**config.mk**
```make
export PLATFORM = sky130hd
export DESIGN_NAME = dmem_bridge_flat
export DESIGN_NICKNAME = d
export VERILOG_FILES = /design/src/rtl/dmem_bridge_if.sv /design/src/rtl/dmem_bridge.sv /design/src/flat_wrapper.sv
export SDC_FILE = /design/constraint.sdc
export NUM_CORES = 1
export LEC_CHECK = 0
export CAP_MARGIN = 10
export CELL_PAD_IN_SITES_DETAIL_PLACEMENT = 0
export CELL_PAD_IN_SITES_GLOBAL_PLACEMENT = 1
export CORE_MARGIN = 5
export CORE_UTILIZATION = 38
export CTS_CLUSTER_DIAMETER = 50
export DETAILED_ROUTE_END_ITERATION = 8
export PLACE_DENSITY = 0.83
export SKIP_CTS_REPAIR_TIMING = 1
export SLEW_MARGIN = 20
export SYNTH_ARGS = -nofsm -noshare
export SYNTH_HDL_FRONTEND = slang
export SYNTH_SLANG_ARGS = --single-unit
```
**constraint.sdc**
```tcl
create_clock -name clk -period 6.39 [get_ports clk]
set_input_delay 0.9585 -clock clk [delete_from_list [all_inputs] [get_ports clk]]
set_output_delay 0.9585 -clock clk [all_outputs]
set_load 0.005 [all_outputs]
```
**src/rtl/dmem_bridge_if.sv**
```systemverilog
// External 32-bit word-addressed RAM/peripheral port with req/ack wait states.
// The bridge drives it as master; the RAM or peripheral responds as slave.
interface dmem_bridge_if #(
    parameter int ADDR_W = 32
);
    logic              mem_req;
    logic              mem_we;
    logic [ADDR_W-3:0] mem_addr;
    logic [3:0]        mem_be;
    logic [31:0]       mem_wdata;
    logic [31:0]       mem_rdata;
    logic              mem_ack;

    modport master (
        output mem_req, mem_we, mem_addr, mem_be, mem_wdata,
        input  mem_rdata, mem_ack
    );

    modport slave (
        input  mem_req, mem_we, mem_addr, mem_be, mem_wdata,
        output mem_rdata, mem_ack
    );
endinterface

```
**src/rtl/dmem_bridge.sv**
```systemverilog
// Bridges the pipeline's 64-bit data-memory port to a 32-bit req/ack RAM port:
// splits 64-bit accesses into two beats, steers byte lanes, flags bad or timed-out accesses.
module dmem_bridge #(
    parameter int ADDR_W  = 32,
    parameter int TIMEOUT = 255
) (
    input  logic          clk,
    input  logic          rst_n,
    input  logic [63:0]   dmem_addr,
    input  logic [63:0]   dmem_dout,
    output logic [63:0]   dmem_din,
    input  logic [1:0]    dmem_write_width,
    input  logic          dmem_rstrobe,
    input  logic          dmem_wstrobe,
    output logic          dmem_cycle_complete,
    output logic          dmem_err,
    output logic          busy,
    dmem_bridge_if.master mem
);
    localparam int CNT_W = (TIMEOUT < 2) ? 1 : $clog2(TIMEOUT + 1);
    localparam logic [CNT_W-1:0] CNT_LAST = CNT_W'((TIMEOUT == 0) ? 0 : TIMEOUT - 1);

    typedef enum logic [1:0] {S_IDLE, S_BEAT0, S_BEAT1, S_RESP} state_t;

    state_t            r_state;
    state_t            w_next;
    logic [ADDR_W-1:0] r_addr;
    logic [63:0]       r_data;
    logic [1:0]        r_width;
    logic              r_we;
    logic              r_err;
    logic [31:0]       r_rd0;
    logic [CNT_W-1:0]  r_cnt;

    logic              w_start;
    logic              w_misalign;
    logic              w_range;
    logic              w_bad;
    logic              w_tmo;
    logic              w_fail;
    logic [3:0]        w_mask;
    logic [31:0]       w_rshift;
    logic [63:0]       w_narrow;
    logic [ADDR_W-3:0] w_waddr;

    assign w_start  = dmem_rstrobe | dmem_wstrobe;
    assign w_range  = |(dmem_addr >> ADDR_W);
    assign w_bad    = (dmem_rstrobe & dmem_wstrobe) | w_misalign | w_range;
    assign w_tmo    = (TIMEOUT != 0) && (r_cnt == CNT_LAST);
    assign w_waddr  = r_addr[ADDR_W-1:2];
    assign w_rshift = mem.mem_rdata >> {r_addr[1:0], 3'b000};

    always_comb begin
        w_misalign = 1'b0;
        w_mask     = 4'b1111;
        w_narrow   = {32'b0, w_rshift};
        case (dmem_write_width)
            2'd0:    w_misalign = 1'b0;
            2'd1:    w_misalign = dmem_addr[0];
            2'd2:    w_misalign = |dmem_addr[1:0];
            default: w_misalign = |dmem_addr[2:0];
        endcase
        case (r_width)
            2'd0: begin
                w_mask   = 4'b0001;
                w_narrow = {56'b0, w_rshift[7:0]};
            end
            2'd1: begin
                w_mask   = 4'b0011;
                w_narrow = {48'b0, w_rshift[15:0]};
            end
            default: begin
                w_mask   = 4'b1111;
                w_narrow = {32'b0, w_rshift};
            end
        endcase
    end

    // Ack wins over timeout in the same cycle, so a beat acked on its last allowed cycle succeeds.
    always_comb begin
        w_next        = r_state;
        w_fail        = 1'b0;
        mem.mem_req   = 1'b0;
        mem.mem_we    = 1'b0;
        mem.mem_addr  = '0;
        mem.mem_be    = '0;
        mem.mem_wdata = '0;
        case (r_state)
            S_IDLE: begin
                if (w_start) begin
                    w_next = w_bad ? S_RESP : S_BEAT0;
                    w_fail = w_bad;
                end
            end
            S_BEAT0: begin
                mem.mem_req  = 1'b1;
                mem.mem_we   = r_we;
                mem.mem_addr = w_waddr;
                if (r_width == 2'd3) begin
                    mem.mem_be    = 4'hF;
                    mem.mem_wdata = r_data[31:0];
                end else begin
                    mem.mem_be    = w_mask << r_addr[1:0];
                    mem.mem_wdata = r_data[31:0] << {r_addr[1:0], 3'b000};
                end
                if (mem.mem_ack) begin
                    w_next = (r_width == 2'd3) ? S_BEAT1 : S_RESP;
                end else if (w_tmo) begin
                    w_next = S_RESP;
                    w_fail = 1'b1;
                end
            end
            S_BEAT1: begin
                mem.mem_req   = 1'b1;
                mem.mem_we    = r_we;
                mem.mem_addr  = w_waddr + (ADDR_W-2)'(1);
                mem.mem_be    = 4'hF;
                mem.mem_wdata = r_data[63:32];
                if (mem.mem_ack) begin
                    w_next = S_RESP;
                end else if (w_tmo) begin
                    w_next = S_RESP;
                    w_fail = 1'b1;
                end
            end
            S_RESP:  w_next = S_IDLE;
            default: w_next = S_IDLE;
        endcase
    end

    always_ff @(posedge clk or negedge rst_n) begin
        if (!rst_n) begin
            r_state  <= S_IDLE;
            r_addr   <= '0;
            r_data   <= '0;
            r_width  <= '0;
            r_we     <= 1'b0;
            r_err    <= 1'b0;
            r_rd0    <= '0;
            r_cnt    <= '0;
            dmem_din <= '0;
        end else begin
            r_state <= w_next;
            if (r_state == S_IDLE && w_start) begin
                r_addr  <= dmem_addr[ADDR_W-1:0];
                r_data  <= dmem_dout;
                r_width <= dmem_write_width;
                r_we    <= dmem_wstrobe;
            end
            if (w_next == S_RESP && r_state != S_RESP) begin
                r_err <= w_fail;
            end
            if (r_state == S_IDLE || (r_state == S_BEAT0 && mem.mem_ack)) begin
                r_cnt <= '0;
            end else if (mem.mem_req && !mem.mem_ack) begin
                r_cnt <= r_cnt + CNT_W'(1);
            end
            // Load data reaches the pipeline only on successful reads, at RESP entry.
            if (r_state == S_BEAT0 && mem.mem_ack) begin
                r_rd0 <= mem.mem_rdata;
                if (!r_we && r_width != 2'd3) begin
                    dmem_din <= w_narrow;
                end
            end
            if (r_state == S_BEAT1 && mem.mem_ack && !r_we) begin
                dmem_din <= {mem.mem_rdata, r_rd0};
            end
        end
    end

    assign dmem_cycle_complete = (r_state == S_RESP);
    assign dmem_err            = (r_state == S_RESP) & r_err;
    assign busy                = (r_state != S_IDLE);
endmodule

```
**src/flat_wrapper.sv**
```systemverilog
// flat-port wrapper written by rule: the top's interface ports become plain ports
module dmem_bridge_flat 
#(
    parameter int ADDR_W  = 32,
    parameter int TIMEOUT = 255
)
  (clk, rst_n, dmem_addr, dmem_dout, dmem_din, dmem_write_width, dmem_rstrobe, dmem_wstrobe, dmem_cycle_complete, dmem_err, busy, mem_mem_req, mem_mem_we, mem_mem_addr, mem_mem_be, mem_mem_wdata, mem_mem_rdata, mem_mem_ack);
  dmem_bridge_if #(.ADDR_W(ADDR_W)) mem_i ();
  input  logic clk;
  input  logic rst_n;
  input  logic [63:0] dmem_addr;
  input  logic [63:0] dmem_dout;
  output logic [63:0] dmem_din;
  input  logic [1:0] dmem_write_width;
  input  logic dmem_rstrobe;
  input  logic dmem_wstrobe;
  output logic dmem_cycle_complete;
  output logic dmem_err;
  output logic busy;
  output wire logic [$bits(mem_i.mem_req)-1:0] mem_mem_req;
  output wire logic [$bits(mem_i.mem_we)-1:0] mem_mem_we;
  output wire logic [$bits(mem_i.mem_addr)-1:0] mem_mem_addr;
  output wire logic [$bits(mem_i.mem_be)-1:0] mem_mem_be;
  output wire logic [$bits(mem_i.mem_wdata)-1:0] mem_mem_wdata;
  input wire logic [$bits(mem_i.mem_rdata)-1:0] mem_mem_rdata;
  input wire logic [$bits(mem_i.mem_ack)-1:0] mem_mem_ack;
  assign mem_mem_req = mem_i.mem_req;
  assign mem_mem_we = mem_i.mem_we;
  assign mem_mem_addr = mem_i.mem_addr;
  assign mem_mem_be = mem_i.mem_be;
  assign mem_mem_wdata = mem_i.mem_wdata;
  assign mem_i.mem_rdata = mem_mem_rdata;
  assign mem_i.mem_ack = mem_mem_ack;
  dmem_bridge #(.ADDR_W(ADDR_W), .TIMEOUT(TIMEOUT)) u_core (.clk(clk), .rst_n(rst_n), .dmem_addr(dmem_addr), .dmem_dout(dmem_dout), .dmem_din(dmem_din), .dmem_write_width(dmem_write_width), .dmem_rstrobe(dmem_rstrobe), .dmem_wstrobe(dmem_wstrobe), .dmem_cycle_complete(dmem_cycle_complete), .dmem_err(dmem_err), .busy(busy), .mem(mem_i));
endmodule
```
==> results.tsv <==
stage	metric	value	unit
clock_network	clkSlewWorstSetupHoldPaths	0.06	ns
yosys	yosysWarnings	0	
critical_path	start_kind	flop	
drt	avgRoutedWirePerCell	19.1	um
sta	min_period_over_period	75.4	%
critical_path	critPathMaxFanout	36	
drt	initialDrtViolationCount	854	
placed_design	post_dp_cell_area	13700	sq um
critical_path	rrSetupSlack	3.03	ns
yosys	synth_top_area_cell	dfrtp_1	
sta	skew	0.0197	ns
die	die_w	176	um
critical_path	arrival	3.86	ns
sta	max_slew_margin	34.1	%
clock_network	h-tree-depth	1	
yosys	postSynthAreaPerCell	8.52	sq um
yosys	synth_ff_type	dfrtp_1	
final_layout	final_cells	1888	
die	num_rows	61	
critical_path	rr_worst_depth	9	
global_routing	antenna_found_initial	1	
critical_path	reg2reg_to	u_core.dmem_din[10]	
critical_path	cp.required	5.43	ns
clock_network	clk_path_buf_depth	3	
die	boundaryPins	302	
power	ir_worst_vdd	0.239	mV
power	power_leakage	0.00664	uW
drt	vias	10189	
final_layout	antennaDiodeCount	0	
worst_hold_path	whs_path_depth	2	
sta	drv_slew	0	
worst_hold_path	hold_start	u_core.r_data[60]	
sta	hold_violations	0	
yosys	synthCells	1235	
critical_path	crit_type	reg -> out	
yosys	syn-cell-area	10500	sq um
die	start_util	38.2	%
drt	final_antenna_net_count	0	
sta	finalSetupViolations	0	
sta	tns	0	ns
yosys	synth_area_leaders	dfrtp_1 49%, nand2_1 15%, o21ai_0 2.7%	
yosys	ys_ff_latch	206	
critical_path	r2r-start	u_core.r_state[1]	
global_routing	grt_max_degree	118	
yosys	synthDistinctLibCells	65	
sta	max_freq	0.207	GHz
status	run_status	completed	
clock_network	clockRootBuffer	clkbuf_16	
critical_path	end_kind	output pin	
sta	rsz0062_at_grt	no	
yosys	synth_edf_count	0	
clock_network	cts.sinks	206	
placed_design	dp.final_hpwl	25000	um
die	coreArea	27600	sq um
final_layout	postLayoutCellArea	14700	sq um
global_routing	grt_remaining_overflow	0	
clock_network	clk_latency	0.55	ns
placed_design	gp_congestion	0.850	
placed_design	dp.cells	1836	
drt	wirelength	36100	um
yosys	synthArstFlopShare	100	%
worst_hold_path	hold_path_class	reg -> reg	
yosys	synthTopCellsByCount	408 x nand2_1, 206 x dfrtp_1, 65 x clkbuf_1, 64 x nor2_1, 57 x o21ai_0	
die	die_h	176	um
drt	dr.pass1.iters	6	
global_routing	gr-usage-all-layers	22.3	%
worst_hold_path	min_to	u_core.r_data[60]	
placed_design	io_buffers	301	
drt	drc_errors	0	
clock_network	cts_buffers	29	
final_layout	final_layout_size_suffix_gt1_share	5.50	%
global_routing	grt_first_pass_wirelength	56300	um
yosys	ys_seq_area_share	49.0	%
yosys	yosysMostFrequentCell	nand2_1	
final_layout	area_delta_synth_final	39.9	%
drt	vias_per_cell	5.40	
sta	worst_pin_slew	0.988	ns
clock_network	cts_tree	built	
die	dieArea	31100	sq um
sta	finalCriticalPeriod	4.82	ns
job	drv_cap	0	
global_routing	grt_pass1_vias	10109	
power	powerDensity	499	nW/um^2
yosys	synth_top_area_share	49.0	%
yosys	syn-num-nets	1410	
final_layout	final_net_count	1664	
[per-layer routing]
metal / wire length, um / vias to the layer above / share of wire [%] / track usage [%]
met5: 13 / - / 0.036 / 0
met4: 771 / 2 / 2.1 / 5.61
li1: - / 4799 / - / -
met2: 17000 / 419 / 47 / 36.0
met1: 15200 / 4913 / 42 / 30.4
met3: 3030 / 56 / 8.4 / 5.37
[registers in the layout, indices dropped and copies added, names as in the netlist]
register / count
u_core.r_data: 64
u_core.r_we: 1
u_core.r_addr: 32
u_core.r_state: 2
u_core.r_cnt: 8
u_core.r_width: 2
u_core.r_rd0: 32
u_core.r_err: 1
u_core.dmem_din: 64
[cells in the final DEF (no fill, tap or decap), drive strengths merged, types with 4 or more instances in the layout]
cell type and count:
nand2 408, clkdlybuf4s50 300, dfrtp 206, nor2 65, o21ai 58, inv 48
a21oi 44, clkbuf 36, a22o 32, a222oi 24, a22oi 24, nand3 20
mux2i 19, o22ai 18, a31oi 15, nor2b 15, nor3 14, buf 12
nand4 10, nor4 10, o221ai 9, a211oi 9, clkinv 9, ha 8
and2 8, and3 7, a211o 6, and4 5, or4 5, nand3b 5
a221o 5, xor2 5, o41ai 4, o21a 4
[through the flow]
stage	total power (uW)	util, %	setup WS [ns]	hold slack (ns)
2_1_floorplan	4190	-	3.72	0.445
3_3_place_gp	5700	49.9	2.05	0.457
3_5_place_dp	5750	49.9	2.22	0.463
4_1_cts	7410	53.4	1.60	0.476
5_1_grt	7880	53.4	1.30	0.493
6_report	7350	53.4	1.57	0.471
[power by group]
group | internal [uW] | switching [uW]
logic | 1520 | 1820
clock network | 996 | 617
registers | 1880 | 517
total | 4390 | 2960
[how the worst max path moves through the flow]
| stage | start | end | slack [ns] |
|---|---|---|---|
| 4_1_cts | u_core.r_state[1] | mem_mem_wdata[20] | 1.60 |
| 3_3_place_gp | u_core.r_state[1] | mem_mem_wdata[22] | 2.05 |
| 6_report | u_core.r_state[1] | mem_mem_wdata[20] | 1.57 |
| 5_1_grt | u_core.r_state[1] | mem_mem_wdata[20] | 1.30 |
| 3_5_place_dp | u_core.r_state[1] | mem_mem_wdata[20] | 2.22 |
| 2_1_floorplan | u_core.r_state[1] | mem_mem_wdata[21] | 3.72 |
[area by class of cell]
cell class,instances,area [sq um]
inverter,45,169
sequential,206,5160
fill,2541,12800
tap,378,473
clock buffer,35,778
timing repair buffer,313,3110
multi-input combinational,894,4840
clock inverter,17,201
[worst max-delay path: stages, from the launching register on]
cell and delay, ns:
dfrtp_1 0.45, inv_1 0.11, ha_1 0.16, buf_4 0.38
inv_1 0.42, nor3_1 0.90, a222oi_1 0.22, nor2_1 0.16
clkdlybuf4s50_1 0.52
[logic make-up after synthesis]
| logic type | count (synthesis) | synth area share (%) |
|---|---|---|
| buffers and inverters | 135 | 5.38 |
| muxes | 20 | 1.95 |
| AOI/OAI and AO/OA | 277 | 18.5 |
| and+or+nand+nor | 583 | 23.8 |
| DFF | 206 | 49.0 |
| adders and majority gates | 8 | 0.951 |
| xor gates and xnor gates | 6 | 0.499 |
(Power assumes the default switching activity.)
